[config.mk]
export PLATFORM = sky130hd
export DESIGN_NAME = seven_seg_mux_driver
export DESIGN_NICKNAME = d
export VERILOG_FILES = /design/src/rtl/seven_seg_mux_driver.sv
export SDC_FILE = /design/constraint.sdc
export NUM_CORES = 1
export LEC_CHECK = 0
export BUFFER_PORTS_ARGS = -buffer_cell sky130_fd_sc_hd__buf_2
export CELL_PAD_IN_SITES_DETAIL_PLACEMENT = 0
export CELL_PAD_IN_SITES_GLOBAL_PLACEMENT = 2
export CORE_ASPECT_RATIO = 1.25
export CORE_UTILIZATION = 37
export CTS_CLUSTER_SIZE = 12
export DETAILED_ROUTE_END_ITERATION = 7
export GPL_TIMING_DRIVEN = 1
export PLACE_DENSITY_LB_ADDON = 0.1
export REMOVE_ABC_BUFFERS = 1
export SLEW_MARGIN = 20
export SYNTH_ARGS = -nofsm -noshare
export SYNTH_HDL_FRONTEND = slang
export SYNTH_SLANG_ARGS = --single-unit
[constraint.sdc]
create_clock -name clk_i -period 3.96 [get_ports clk_i]
set_clock_uncertainty 0.2 [all_clocks]
set_input_delay 0 -clock clk_i [delete_from_list [all_inputs] [get_ports clk_i]]
set_output_delay 0 -clock clk_i [all_outputs]
set_load 0.03 [all_outputs]
[src/rtl/seven_seg_mux_driver.sv]
// Two-digit multiplexed 7-segment driver: one-entry handshake buffer, frame-aligned
// digit update, blanking gaps between digits, registered segment/select outputs.
module seven_seg_mux_driver #(
  parameter int REFRESH_CYCLES = 4096,
  parameter int BLANK_CYCLES   = 64
) (
  input  logic       clk_i,
  input  logic       rst_i,
  input  logic [3:0] msd_i,
  input  logic [3:0] lsd_i,
  input  logic       valid_i,
  output logic       ready_o,
  input  logic       blank_lz_i,
  output logic [6:0] seg_o,
  output logic       sel_o,
  output logic       frame_o,
  output logic [1:0] dbg_state_o
);

  // Handshake: a pair transfers on any cycle where valid_i && ready_o are both high;
  // valid_i may be held or dropped freely, ready_o depends only on internal state.

  localparam int MAX_DWELL = (REFRESH_CYCLES > BLANK_CYCLES) ? REFRESH_CYCLES : BLANK_CYCLES;
  localparam int CW        = $clog2(MAX_DWELL + 1);
  localparam logic [CW-1:0] R_LOAD = CW'(REFRESH_CYCLES - 1);
  localparam logic [CW-1:0] B_LOAD = CW'(BLANK_CYCLES - 1);

  typedef enum logic [1:0] {
    SHOW_M  = 2'd0,
    BLANK_M = 2'd1,
    SHOW_L  = 2'd2,
    BLANK_L = 2'd3
  } state_t;

  state_t        state_q, state_d;
  logic [CW-1:0] cnt_q, cnt_d;
  logic          run_q, run_d;
  logic [3:0]    disp_msd_q, disp_msd_d, disp_lsd_q, disp_lsd_d;
  logic [3:0]    pend_msd_q, pend_msd_d, pend_lsd_q, pend_lsd_d;
  logic          pend_full_q, pend_full_d;
  logic          bnd_q, bnd_d;
  logic [6:0]    seg_q, seg_d;
  logic          sel_q, sel_d;
  logic          frame_q, frame_d;
  logic          dwell_done, boundary, accept;

  function automatic logic [6:0] decode(input logic [3:0] d);
    logic [6:0] s;
    case (d)
      4'h0: s = 7'b0111111;
      4'h1: s = 7'b0000110;
      4'h2: s = 7'b1011011;
      4'h3: s = 7'b1001111;
      4'h4: s = 7'b1100110;
      4'h5: s = 7'b1101101;
      4'h6: s = 7'b1111101;
      4'h7: s = 7'b0000111;
      4'h8: s = 7'b1111111;
      4'h9: s = 7'b1101111;
      4'hA: s = 7'b1110111;
      4'hB: s = 7'b1111100;
      4'hC: s = 7'b0111001;
      4'hD: s = 7'b1011110;
      4'hE: s = 7'b1111001;
      default: s = 7'b1110001;
    endcase
    return s;
  endfunction

  always_comb begin
    state_d     = state_q;
    cnt_d       = cnt_q;
    run_d       = 1'b1;
    disp_msd_d  = disp_msd_q;
    disp_lsd_d  = disp_lsd_q;
    pend_msd_d  = pend_msd_q;
    pend_lsd_d  = pend_lsd_q;
    pend_full_d = pend_full_q;
    seg_d       = '0;
    sel_d       = 1'b1;

    dwell_done = (cnt_q == '0);
    boundary   = run_q && (state_q == BLANK_L) && dwell_done;
    accept     = valid_i && !pend_full_q;
    bnd_d      = boundary;
    frame_d    = bnd_q;

    // The first edge after reset release only arms run_q, so SHOW_M spans R full cycles.
    if (run_q) begin
      if (dwell_done) begin
        case (state_q)
          SHOW_M:  begin state_d = BLANK_M; cnt_d = B_LOAD; end
          BLANK_M: begin state_d = SHOW_L;  cnt_d = R_LOAD; end
          SHOW_L:  begin state_d = BLANK_L; cnt_d = B_LOAD; end
          default: begin state_d = SHOW_M;  cnt_d = R_LOAD; end
        endcase
      end else begin
        cnt_d = cnt_q - CW'(1);
      end
    end

    if (boundary && pend_full_q) begin
      disp_msd_d  = pend_msd_q;
      disp_lsd_d  = pend_lsd_q;
      pend_full_d = 1'b0;
    end
    if (accept) begin
      pend_msd_d  = msd_i;
      pend_lsd_d  = lsd_i;
      pend_full_d = 1'b1;
    end

    if (run_q) begin
      case (state_q)
        SHOW_M:  begin
          seg_d = (blank_lz_i && disp_msd_q == 4'h0) ? 7'd0 : decode(disp_msd_q);
          sel_d = 1'b1;
        end
        BLANK_M: sel_d = 1'b1;
        SHOW_L:  begin seg_d = decode(disp_lsd_q); sel_d = 1'b0; end
        default: sel_d = 1'b0;
      endcase
    end
  end

  always_ff @(posedge clk_i) begin
    if (rst_i) begin
      state_q     <= SHOW_M;
      cnt_q       <= R_LOAD;
      run_q       <= 1'b0;
      disp_msd_q  <= '0;
      disp_lsd_q  <= '0;
      pend_msd_q  <= '0;
      pend_lsd_q  <= '0;
      pend_full_q <= 1'b0;
      bnd_q       <= 1'b0;
      seg_q       <= '0;
      sel_q       <= 1'b1;
      frame_q     <= 1'b0;
    end else begin
      state_q     <= state_d;
      cnt_q       <= cnt_d;
      run_q       <= run_d;
      disp_msd_q  <= disp_msd_d;
      disp_lsd_q  <= disp_lsd_d;
      pend_msd_q  <= pend_msd_d;
      pend_lsd_q  <= pend_lsd_d;
      pend_full_q <= pend_full_d;
      bnd_q       <= bnd_d;
      seg_q       <= seg_d;
      sel_q       <= sel_d;
      frame_q     <= frame_d;
    end
  end

  assign ready_o     = !pend_full_q;
  assign seg_o       = seg_q;
  assign sel_o       = sel_q;
  assign frame_o     = frame_q;
  assign dbg_state_o = state_q;

endmodule
==> summary.log, run 1 <==
[run_status] status finished, final reports clean
[global_routing] GR Overflow Total 0
[yosys] post-synthesis instance total 292
[timing] setup-violating endpoint count in the final report 0
[timing] unrepaired setup endpoints after global routing no
[finish] top library cells by usage in the layout, fill and taps aside sky130_fd_sc_hd__dfxtp_1 (57), sky130_fd_sc_hd__nor2_1 (27), sky130_fd_sc_hd__nand2_1 (23), sky130_fd_sc_hd__buf_2 (23)
[global_routing] GRT Overall Usage 18.5%
[finish] Layout Cell Area excl Fill 3320 um2
[global_routing] vias in the first global route 2178
[placement] placed cell areas 2880 um2
[yosys] flops & latches, synth 57
[clocking] Worst-path clk slew 0.07 ns
[critical_path] Worst Setup End Kind register
[timing] headroom to the max-slew limit 41.6%
[global_routing] number of antenna violations at the first check in global routing 0
[critical_path] CP delay by family, top simple AND/OR/NAND/NOR gates
[finish] filler cell count 709
[yosys] number of synthesized flops with an enable pin 0
[placement] # placed instances 393
[critical_path] cell seen most often among critical-path stages sky130_fd_sc_hd__inv_1
[finish] ratio of cells with drive above 1 in the final layout 16.6%
[yosys] most area-hungry cell type in the Yosys netlist sky130_fd_sc_hd__dfxtp_1
[hold_path] Hold Crit Depth 1
[hold_path] Worst Hold Class reg -> reg
[finish] Util after Layout 47.3%
[yosys] fraction of registers with async set or reset after synthesis 0%
[placement] input/output buffers 23
[critical_path] element type at the critical path start register
[route] met3 layer wire length in the routed design 100 um
[critical_path] crit path buf inv count 3
[floorplanning] core box area 7020 um2
[timing] final critical-path share of the clock period 88.3%
[floorplanning] full die area 7690 um2
[pwr] worst vdd rail ir drop 0.217 mV
[yosys] top-area cell type share of the netlist area 42.0%
[timing] Worst Max-Slew Pin Slew 0.874 ns
[hold_path] endpoint of the worst hold-timing path frame_o$_SDFF_PP0_
[critical_path] reg-to-reg slack, setup 0.47 ns
[clocking] clk root buf sky130_fd_sc_hd__clkbuf_8
[finish] area overhead of the layout relative to synthesis 22.2%
[timing] summed negative setup slack over all endpoints 0 ns
[finish] ANT cells 0
[job] max-cap violation count 0
[finish] most common library cell in the layout ignoring fill and taps sky130_fd_sc_hd__dfxtp_1
[floorplanning] horizontal die dimension 78.6 um
[pwr] power per cell area 398 nW/um2
[clocking] clock latency reported for the late side of the worst-skew pair 0.33 ns
[route] highest metal layer with signal wires met4
[clocking] TritonCTS clock tree done
[critical_path] critical path fanouts, max 9
[floorplanning] total I/O pin count 24
[clocking] post-CTS setup buffer count 0
[finish] final standard cell count with taps included and fillers excluded 428
[yosys] count of synthesis-stage warnings from yosys 0
[hold_path] startpoint of the tightest hold check path bnd_q$_SDFF_PP0_
[route] Starting DRT DRC Count 100
[route] met2 wire length 3330 um
[finish] Reg area 1140 um2
[clocking] TritonCTS buffer count 9
[critical_path] start-to-end type of the worst setup path reg -> reg
[floorplanning] effective utilization at floorplan 38.7%
[route] drt first pass iters 6
[clocking] Max clock buf depth 2
[floorplanning] std cell rows 34
[critical_path] cell depth of the worst flop-to-flop path 10
[clocking] number of H-tree branching levels 3
[yosys] netlist area before placement 2720 um2
[global_routing] global-route wire length before repair 10700 um
[route] wl on met1 2750 um
[route] post-route ant nets 0
[clocking] number of clock sinks 57
[finish] number of nets in the layout 365
[timing] final number of max-transition violations 0
[route] total number of vias 2173
[timing] Hold Violations, Final 0
[yosys] synth top area cells sky130_fd_sc_hd__dfxtp_1 (42%), sky130_fd_sc_hd__ha_1 (9.2%), sky130_fd_sc_hd__mux2i_1 (4.4%)
[route] per-cell routed wire length 14.8 um
[pwr] Static Leak 1.35 nW
[timing] maximum clock frequency 0.286 GHz
[finish] area of the multi-input gates 1420 um2
[yosys] share of the yosys chip area belonging to registers 42.0%
[yosys] synthesized area divided by synthesized cell count 9.30 um2
[critical_path] CP max stage cell sky130_fd_sc_hd__or4_1
[yosys] number of unique standard cell types used by synthesis 57
[critical_path] slowest stage delay, CP 0.67 ns
[global_routing] pin count of the biggest net entering global routing 35
[critical_path] startpoint of the most critical register-to-register path cnt_q[5]$_SDFFE_PP1P_
[route] Post-route DRC 0
[critical_path] Worst Path Required 4.04 ns
[critical_path] cell-by-cell trace of the critical path or4_1 > or4_4 > nor2_1 > nand2_1 > a21oi_2 > inv_1 > ha_1 > inv_1 > mux4_2 > inv_1
[placement] GPL Wtd Cong 0.856
[placement] placed wire-length estimate 4550 um
[critical_path] arrival time at the worst endpoint 3.57 ns
[route] wirelength, routed 6310 um
[floorplanning] Vert. Die Dim 97.8 um
[timing] clock period minus final worst setup slack 3.49 ns
[route] vias per cell 5.08
[yosys] predominant post-synthesis flop cell sky130_fd_sc_hd__dfxtp_1
-- final cells by class --
cell class | count | area share, %
Multi-Input combinational cell | 199 | 42.7
Clock buffer | 11 | 4.26
Inverter | 22 | 2.49
Clock inverter | 5 | 3.09
Sequential cell | 57 | 34.4
Timing Repair Buffer | 44 | 9.66
Tap cell | 90 | 3.39
-- report_power, final --
part	leakage, nW	internal, W	switching, W
clock	0.120	0.000434	0.000227
sequential	0.463	0.000584	0.00000906
combinational	0.765	0.0000311	0.0000343
-- cell usage after synthesis (5+ instances only) --
cell                       count
sky130_fd_sc_hd__a21oi_1      16
sky130_fd_sc_hd__dfxtp_1      57
sky130_fd_sc_hd__o21ai_0       7
sky130_fd_sc_hd__inv_1        20
sky130_fd_sc_hd__nor2_1       27
sky130_fd_sc_hd__nor3_1        6
sky130_fd_sc_hd__nand2_1      23
sky130_fd_sc_hd__mux2i_1      12
sky130_fd_sc_hd__a22oi_1       8
sky130_fd_sc_hd__clkbuf_1      5
sky130_fd_sc_hd__nand3_1      10
sky130_fd_sc_hd__ha_1         20
-- metrics by stage --
| step | power, W | worst slack, ns | hold slack (ns) |
|---|---|---|---|
| 2_1_floorplan | 0.000633 | 0.767 | -0.131 |
| 3_3_place_gp | 0.000657 | 0.547 | 0.0365 |
| 3_5_place_dp | 0.000657 | 0.469 | 0.0441 |
| 4_1_cts | 0.00134 | 0.450 | 0.250 |
| 5_1_grt | 0.00138 | 0.253 | 0.264 |
| 6_report | 0.00132 | 0.465 | 0.240 |
-- worst max-delay path by stage --
stage	slack (ns)	cells after the start	endpoint	start
floorplan	0.77	10	register	cnt_q[5]$_SDFFE_PP1P_
global placement	0.55	10	register	cnt_q[5]$_SDFFE_PP1P_
detailed placement	0.47	10	register	cnt_q[5]$_SDFFE_PP1P_
CTS	0.45	10	register	cnt_q[5]$_SDFFE_PP1P_
global route	0.25	10	register	cnt_q[5]$_SDFFE_PP1P_
finish	0.47	10	register	cnt_q[5]$_SDFFE_PP1P_
-- cell families after synthesis --
kind of cell | share of synthesized area [%]
AOI/OAI and AO/OA | 16.5
buffers and inverters | 5.81
xor gates and xnor gates | 1.94
and+or+nand+nor | 17.7
DFF | 42.0
adders and majority gates | 9.22
muxes | 6.91
-- routing by layer --
metal,up-vias,GRT usage (%)
met1,1039,21.5
li1,1105,-
met2,16,31.8
met5,-,0
met4,0,9.69
met3,13,3.36
-- repair_timing --
action                                 CTS  global route
hold buffers                            19             0
endpoints found under the hold margin   19             0
resized for setup                        0             0
setup endpoints to repair                0             0
(Power assumes the default switching activity.)
==> inputs of run 2 (changes only) <==
ABC_AREA = 1   (was not set)
CORE_UTILIZATION = 34   (was 37)
==> summary.log, run 2 <==
[clocking] TritonCTS clock tree done
[run_status] failing checks negative hold slack
[global_routing] global-route wire length before repair 11300 um [+6.3%]
[yosys] netlist area before placement 2780 um2 [+2.5%]
[job] max-cap violation count 0 [unchanged]
[route] wirelength, routed 6660 um [+5.5%]
[timing] clock period minus final worst setup slack 2.53 ns [-0.966 ns]
[route] total number of vias 2361 [+8.7%]
[global_routing] vias in the first global route 2440 [+12%]
[clocking] number of clock sinks 57 [unchanged]
[run_status] status finished, violations left
[clocking] number of H-tree branching levels 3 [unchanged]
[route] Starting DRT DRC Count 81 [-19%]
[finish] number of nets in the layout 439 [+20%]
[yosys] fraction of registers with async set or reset after synthesis 0% [unchanged]
[yosys] count of synthesis-stage warnings from yosys 0 [unchanged]
[critical_path] cell depth of the worst flop-to-flop path 14 [+4]
[timing] summed negative setup slack over all endpoints 0 ns [unchanged]
[global_routing] GRT Overall Usage 17.2% [-1.3 points]
[route] per-cell routed wire length 13.1 um [-11%]
[floorplanning] full die area 8560 um2 [+11%]
[global_routing] GR Overflow Total 0 [unchanged]
[clocking] post_cts resized 0 [unchanged]
[finish] area overhead of the layout relative to synthesis 18.7%
[finish] ANT cells 0 [unchanged]
[floorplanning] effective utilization at floorplan 35.3% [-3.4 points]
[yosys] number of synthesized flops with an enable pin 0 [unchanged]
[yosys] most area-hungry cell type in the Yosys netlist sky130_fd_sc_hd__dfxtp_1
[timing] Worst Max-Slew Pin Slew 0.604 ns [-0.270 ns]
[pwr] worst vdd rail ir drop 0.149 mV [-31%]
[timing] Hold Violations, Final 2 [+2]
[route] drt first pass iters 4 [-2]
[critical_path] Worst Setup End Kind register
[floorplanning] std cell rows 36 [+5.9%]
[route] Post-route DRC 0 [unchanged]
[floorplanning] total I/O pin count 24 [unchanged]
[global_routing] pin count of the biggest net entering global routing 19 [-46%]
[critical_path] arrival time at the worst endpoint 2.55 ns [-1.02 ns]
[placement] Post-Place Worst Slack 1.44 ns [+0.967 ns]
[yosys] post-synthesis instance total 365 [+25%]
[critical_path] critical path fanouts, max 8 [-1]
[yosys] top-area cell type share of the netlist area 41.0% [-1.0 points]
[timing] setup-violating endpoint count in the final report 0 [unchanged]
[critical_path] reg-to-reg slack, setup 1.43 ns [+0.97 ns]
[clocking] Worst-path clk slew 0.06 ns [about the same]
[yosys] top-count cell post-synth sky130_fd_sc_hd__nand2_1
[route] post-route ant nets 0 [unchanged]
[timing] final critical-path share of the clock period 63.9% [-24 points]
[timing] final number of max-transition violations 0 [unchanged]
[timing] maximum clock frequency 0.395 GHz [+38%]
[yosys] synth top area cells sky130_fd_sc_hd__dfxtp_1 (41%), sky130_fd_sc_hd__nand2_1 (12%), sky130_fd_sc_hd__ha_1 (9.0%)
[critical_path] start-to-end type of the worst setup path reg -> reg
[timing] worst hold slack -0.00660 ns [-0.247 ns]
[yosys] share of the yosys chip area belonging to registers 41.0% [-1.0 points]
[yosys] flops & latches, synth 57 [unchanged]
[floorplanning] Vert. Die Dim 103 um [+5.5%]
[placement] GPL Wtd Cong 0.759 [-11%]
[floorplanning] horizontal die dimension 82.9 um [+5.5%]
[placement] placed wire-length estimate 4840 um [+6.3%]
[yosys] synthesized area divided by synthesized cell count 7.63 um2 [-18%]
[clocking] clock latency reported for the late side of the worst-skew pair 0.33 ns [about the same]
[pwr] power per cell area 342 nW/um2 [-14%]
[yosys] leading cell types by count after synthesis sky130_fd_sc_hd__nand2_1 (91), sky130_fd_sc_hd__dfxtp_1 (57), sky130_fd_sc_hd__inv_1 (35)
[critical_path] Worst Path Required 3.98 ns [-0.06 ns]
[timing] headroom to the max-slew limit 59.4% [+18 points]
[timing] final worst slack 1.43 ns [+0.966 ns]
[route] vias per cell 4.66 [-8.3%]
[clocking] clk root buf sky130_fd_sc_hd__clkbuf_8
[clocking] TritonCTS buffer count 9 [unchanged]
[global_routing] number of antenna violations at the first check in global routing 0 [unchanged]
[clocking] Max clock buf depth 2 [unchanged]
[floorplanning] core box area 7880 um2 [+12%]
[pwr] Static Leak 1.59 nW [+18%]
[hold_path] Hold Crit Depth 6 [+5]
[finish] most common library cell in the layout ignoring fill and taps sky130_fd_sc_hd__nand2_1
[timing] unrepaired setup endpoints after global routing no
[yosys] predominant post-synthesis flop cell sky130_fd_sc_hd__dfxtp_1
[clocking] post-CTS setup buffer count 0 [unchanged]
[critical_path] element type at the critical path start register
[finish] ratio of cells with drive above 1 in the final layout 15.8% [-0.79 points]
[placement] input/output buffers 23 [unchanged]
[yosys] number of unique standard cell types used by synthesis 32 [-44%]
[pwr] total power consumption of the routed design 0.00113 W [-14%]
[finish] top library cells by usage in the layout, fill and taps aside sky130_fd_sc_hd__nand2_1 (91), sky130_fd_sc_hd__dfxtp_1 (57), sky130_fd_sc_hd__inv_1 (35)
[hold_path] Worst Hold Class in -> reg
[run 2: cell types whose count changed after synthesis, moves of 4 or more]
cell	change
sky130_fd_sc_hd__nand3b_1	+7
sky130_fd_sc_hd__inv_1	+15
sky130_fd_sc_hd__o21ai_0	+11
sky130_fd_sc_hd__nor2b_1	-4
sky130_fd_sc_hd__nand2_4	+6
sky130_fd_sc_hd__mux2i_1	-12
sky130_fd_sc_hd__nand2_1	+68
sky130_fd_sc_hd__nand3_1	+24
sky130_fd_sc_hd__nand2_2	+6
sky130_fd_sc_hd__a22oi_1	-8
sky130_fd_sc_hd__xor2_1	-4
sky130_fd_sc_hd__nor2_2	+5
[run 2: cell families after synthesis]
logic type               count (synthesis)  synth area share, %
buffers and inverters                   47                 6.56
AND/OR/NAND/NOR                        194                 34.2
flip-flops                              57                 41.0
XOR/XNOR                                 2                0.629
AO/OA/AOI/OAI                           45                 8.59
adder cells (fa/ha/maj)                 20                 8.99
[run 2: critical path, stage by stage, from the launching register on]
cell,delay [ns]
sky130_fd_sc_hd__dfxtp_1,0.33
sky130_fd_sc_hd__inv_1,0.07
sky130_fd_sc_hd__ha_1,0.20
sky130_fd_sc_hd__nand2_2,0.10
sky130_fd_sc_hd__nor2_4,0.20
sky130_fd_sc_hd__nand2_4,0.13
sky130_fd_sc_hd__nor2_8,0.17
sky130_fd_sc_hd__nand3_1,0.10
sky130_fd_sc_hd__nand2_1,0.09
sky130_fd_sc_hd__nand2_1,0.17
sky130_fd_sc_hd__inv_1,0.18
sky130_fd_sc_hd__ha_1,0.18
sky130_fd_sc_hd__nand3_1,0.12
sky130_fd_sc_hd__nand3_1,0.12
sky130_fd_sc_hd__nand2_1,0.07
[run 2: repair_timing]
action                                  4_1_cts  5_1_grt
endpoints found under the setup margin        0        0
hold buffers                                 16        0
hold endpoints to repair                     19        0
[run 2: final cells by class]
type	count	area [um2]
multi-input cells	261	1460
repair buffers	40	283
inverters	38	145
flip-flops and latches	57	1140
clock buffers	12	135
clock inverters	4	20.0
well taps	95	119
fillers	833	4580
[run 2: where the power goes]
group,switching (W),total [W],internal [W]
combinational,0.0000446,0.0000768,0.0000322
clock,0.000227,0.000451,0.000223
sequential,0.0000136,0.000602,0.000589
[run 2: metal layers]
metal  track usage (%)  vias up  part of all wire [%]
met5                 0        -                     0
met4              6.76        0                   1.5
met3              3.57        7                   2.1
met2              33.8       20                    52
met1              18.0     1086                    44
li1                  -     1248                     -
[run 2: final timing paths]
path                                             from                   to
worst max-delay path            cnt_q[0]$_SDFFE_PP1P_             register
worst min register to register       bnd_q$_SDFF_PP0_   frame_o$_SDFF_PP0_
worst min-delay path                       blank_lz_i  seg_o[2]$_SDFF_PP0_
worst max register to register  cnt_q[0]$_SDFFE_PP1P_             register
[run 2: metrics by stage]
| step | utilization (%) | cell area, um2 | cells |
|---|---|---|---|
| 5_1_grt | 41.9 | 3300 | 507 |
| 2_1_floorplan | - | 2750 | 356 |
| 3_5_place_dp | 37.9 | 2990 | 475 |
| 6_report | 41.9 | 3300 | 507 |
| 3_3_place_gp | 37.9 | 2990 | 475 |
| 4_1_cts | 41.9 | 3300 | 507 |
==> inputs of run 3 (changes only) <==
ABC_AREA = 0   (was 1)
CORE_UTILIZATION = 33   (was 34)
clock period = 2.08 ns   (was 3.96 ns; I/O delays follow)
==> summary.log, run 3 (same netlist as run 1, synthesis figures left out) <==
[critical_path] Worst Setup SP cnt_q[5]$_SDFFE_PP1P_
[timing] clock period minus final worst setup slack 2.91 ns [+0.383 ns]
[route] Starting DRT DRC Count 83 [+2.5%]
[route] wirelength, routed 7440 um [+12%]
[critical_path] crit path buf inv count 2 [unchanged]
[placement] placed wire-length estimate 5420 um [+12%]
[critical_path] reg-to-reg slack, setup -0.83 ns [-2.26 ns]
[finish] final standard cell count with taps included and fillers excluded 507 [unchanged]
[timing] Hold Violations, Final 0 [-2]
[clocking] TritonCTS clock tree done
[placement] input/output buffers 23 [unchanged]
[floorplanning] horizontal die dimension 83.1 um [+0.24%]
[global_routing] GRT Overall Usage 18.5% [+1.3 points]
[timing] Worst Max-Slew Pin Slew 0.533 ns [-0.0712 ns]
[route] Post-route DRC 0 [unchanged]
[clocking] clk root buf sky130_fd_sc_hd__clkbuf_8
[timing] final number of max-transition violations 0 [unchanged]
[critical_path] startpoint of the most critical register-to-register path cnt_q[5]$_SDFFE_PP1P_
[placement] # placed instances 465 [-2.1%]
[clocking] number of H-tree branching levels 3 [unchanged]
[critical_path] start-to-end type of the worst setup path reg -> reg
[route] vias per cell 4.90 [+5.3%]
[critical_path] cell depth of the worst flop-to-flop path 8 [-6]
[finish] filler cell count 730 [-12%]
[critical_path] slowest stage delay, CP 0.55 ns [+0.22 ns]
[timing] maximum clock frequency 0.343 GHz [-13%]
[run_status] status finished, violations left
[finish] ANT cells 0 [unchanged]
[timing] final worst slack -0.832 ns [-2.26 ns]
[clocking] clock latency reported for the late side of the worst-skew pair 0.33 ns [about the same]
[route] drt first pass iters 3 [-1]
[hold_path] endpoint of the worst hold-timing path pend_lsd_q[0]$_SDFFE_PP0P_
[finish] top library cells by usage in the layout, fill and taps aside sky130_fd_sc_hd__buf_4 (63), sky130_fd_sc_hd__dfxtp_1 (56), sky130_fd_sc_hd__nor2_1 (23), sky130_fd_sc_hd__buf_2 (23), sky130_fd_sc_hd__buf_6 (19)
[floorplanning] std cell rows 36 [unchanged]
[hold_path] Worst Hold Class in -> reg
[critical_path] critical path fanouts, max 3 [-5]
[placement] GPL Wtd Cong 0.806 [+6.3%]
[timing] unrepaired setup endpoints after global routing yes
[route] total number of vias 2485 [+5.3%]
[route] post-route ant nets 0 [unchanged]
[hold_path] Hold Crit Depth 3 [-3]
[clocking] Worst-path clk slew 0.07 ns [about the same]
[timing] final critical-path share of the clock period 140% [+76 points]
[critical_path] Worst Path Required 2.09 ns [-1.89 ns]
[run_status] failing checks negative setup slack
[pwr] worst vdd rail ir drop 0.280 mV [+88%]
[finish] most common library cell in the layout ignoring fill and taps sky130_fd_sc_hd__buf_4
[floorplanning] full die area 8600 um2 [+0.47%]
[critical_path] CP max stage cell sky130_fd_sc_hd__or4_4
[job] max-cap violation count 0 [unchanged]
[route] per-cell routed wire length 14.7 um [+12%]
[pwr] Static Leak 1.78 nW [+12%]
[floorplanning] core box area 7880 um2 [unchanged]
[floorplanning] effective utilization at floorplan 34.4% [-0.87 points]
[clocking] TritonCTS buffer count 9 [unchanged]
[critical_path] Worst Setup End Kind register
[critical_path] element type at the critical path start register
[timing] setup-violating endpoint count in the final report 26 [+26]
[timing] headroom to the max-slew limit 64.1% [+4.7 points]
[critical_path] arrival time at the worst endpoint 2.92 ns [+0.37 ns]
[finish] area overhead of the layout relative to synthesis 57.2%
[critical_path] CP delay by family, top simple AND/OR/NAND/NOR gates
[finish] number of nets in the layout 439 [unchanged]
[clocking] Max clock buf depth 2 [unchanged]
[critical_path] cell seen most often among critical-path stages sky130_fd_sc_hd__or4_4
[hold_path] startpoint of the tightest hold check path rst_i
[floorplanning] Vert. Die Dim 103 um [+0.23%]
[global_routing] GR Overflow Total 0 [unchanged]
[critical_path] cell-by-cell trace of the critical path or4_4 > or4_4 > buf_4 > o21ai_4 > a21oi_4 > inv_2 > ha_1 > mux4_2
[finish] ratio of cells with drive above 1 in the final layout 46.1% [+30 points]
[global_routing] pin count of the biggest net entering global routing 16 [-3]
[global_routing] number of antenna violations at the first check in global routing 0 [unchanged]
[floorplanning] total I/O pin count 24 [unchanged]
[global_routing] global-route wire length before repair 12100 um [+6.6%]
[clocking] number of clock sinks 57 [unchanged]
[pwr] total power consumption of the routed design 0.00241 W [+110%]
[global_routing] vias in the first global route 2458 [+0.74%]
[pwr] power per cell area 564 nW/um2 [+65%]
[run 3: changes by cell type in the layout (fill, tap and decap cells not counted), moves of 16 or more]
| cell | delta |
|---|---|
| sky130_fd_sc_hd__nand2_1 | -73 |
| sky130_fd_sc_hd__buf_4 | +62 |
| sky130_fd_sc_hd__nand3_1 | -27 |
| sky130_fd_sc_hd__buf_6 | +19 |
| sky130_fd_sc_hd__inv_1 | -19 |
| sky130_fd_sc_hd__o21ai_0 | -16 |
[run 3: final cells by class]
type	count	area, um2	area share (%)
multi-input cells	199	1760	41.2
flip-flops and latches	57	1140	26.8
inverters	22	85.1	1.99
clock inverters	7	95.1	2.23
well taps	95	119	2.79
repair buffers	118	942	22.1
clock buffers	9	124	2.90
[run 3: power by group]
part	leakage (nW)	total, W	internal, W	switching [W]
sequential	0.463	0.00113	0.00111	0.0000147
combinational	1.21	0.000140	0.0000657	0.0000747
clock	0.109	0.00114	0.000673	0.000467
[run 3: worst max-delay path by stage]
stage / to / slack (ns) / cells after the start
after floorplan: register / -1.11 / 10
after global placement: register / -0.88 / 10
after detailed placement: register / -0.94 / 10
after CTS: register / -0.81 / 9
after global routing: register / -0.90 / 9
final: register / -0.83 / 8
[run 3: tightest hold or removal path, delay by kind of cell]
family	cells	cell delay, ns
buffers and inverters	2	0.47
AND/OR/NAND/NOR	1	0.09
[run 3: what timing repair did]
action                                  in CTS  in global routing
endpoints found under the setup margin      30                 35
pin swaps                                   13                 20
buffers inserted                            13                  7
hold endpoints to repair                    18                  0
cloned                                       0                  0
resized for setup                           57                 45
hold buffers                                12                  0
[run 3: per-layer routing]
| metal | wire length (um) | vias up | global-route usage, % | part of all wire (%) |
|---|---|---|---|---|
| met3 | 123 | 19 | 3.41 | 1.7 |
| met1 | 3210 | 1178 | 20.8 | 43 |
| met5 | 0 | - | 0 | 0 |
| li1 | - | 1265 | - | - |
| met4 | 226 | 0 | 10.1 | 3.0 |
| met2 | 3880 | 23 | 33.5 | 52 |
[run 3: stage by stage]
stage | setup slack (ns) | util [%] | instance area [um2] | TNS [ns] | hold slack [ns]
after floorplan | -1.11 | - | 2640 | -12.99 | -0.131
after global placement | -0.878 | 43.0 | 3390 | -12.24 | 0.0353
after detailed placement | -0.943 | 43.0 | 3390 | -12.92 | 0.0480
after CTS | -0.806 | 51.4 | 4050 | -12.22 | 0.0369
after global routing | -0.903 | 54.1 | 4270 | -14.47 | 0.0814
final | -0.832 | 54.1 | 4270 | -12.24 | 0.0687
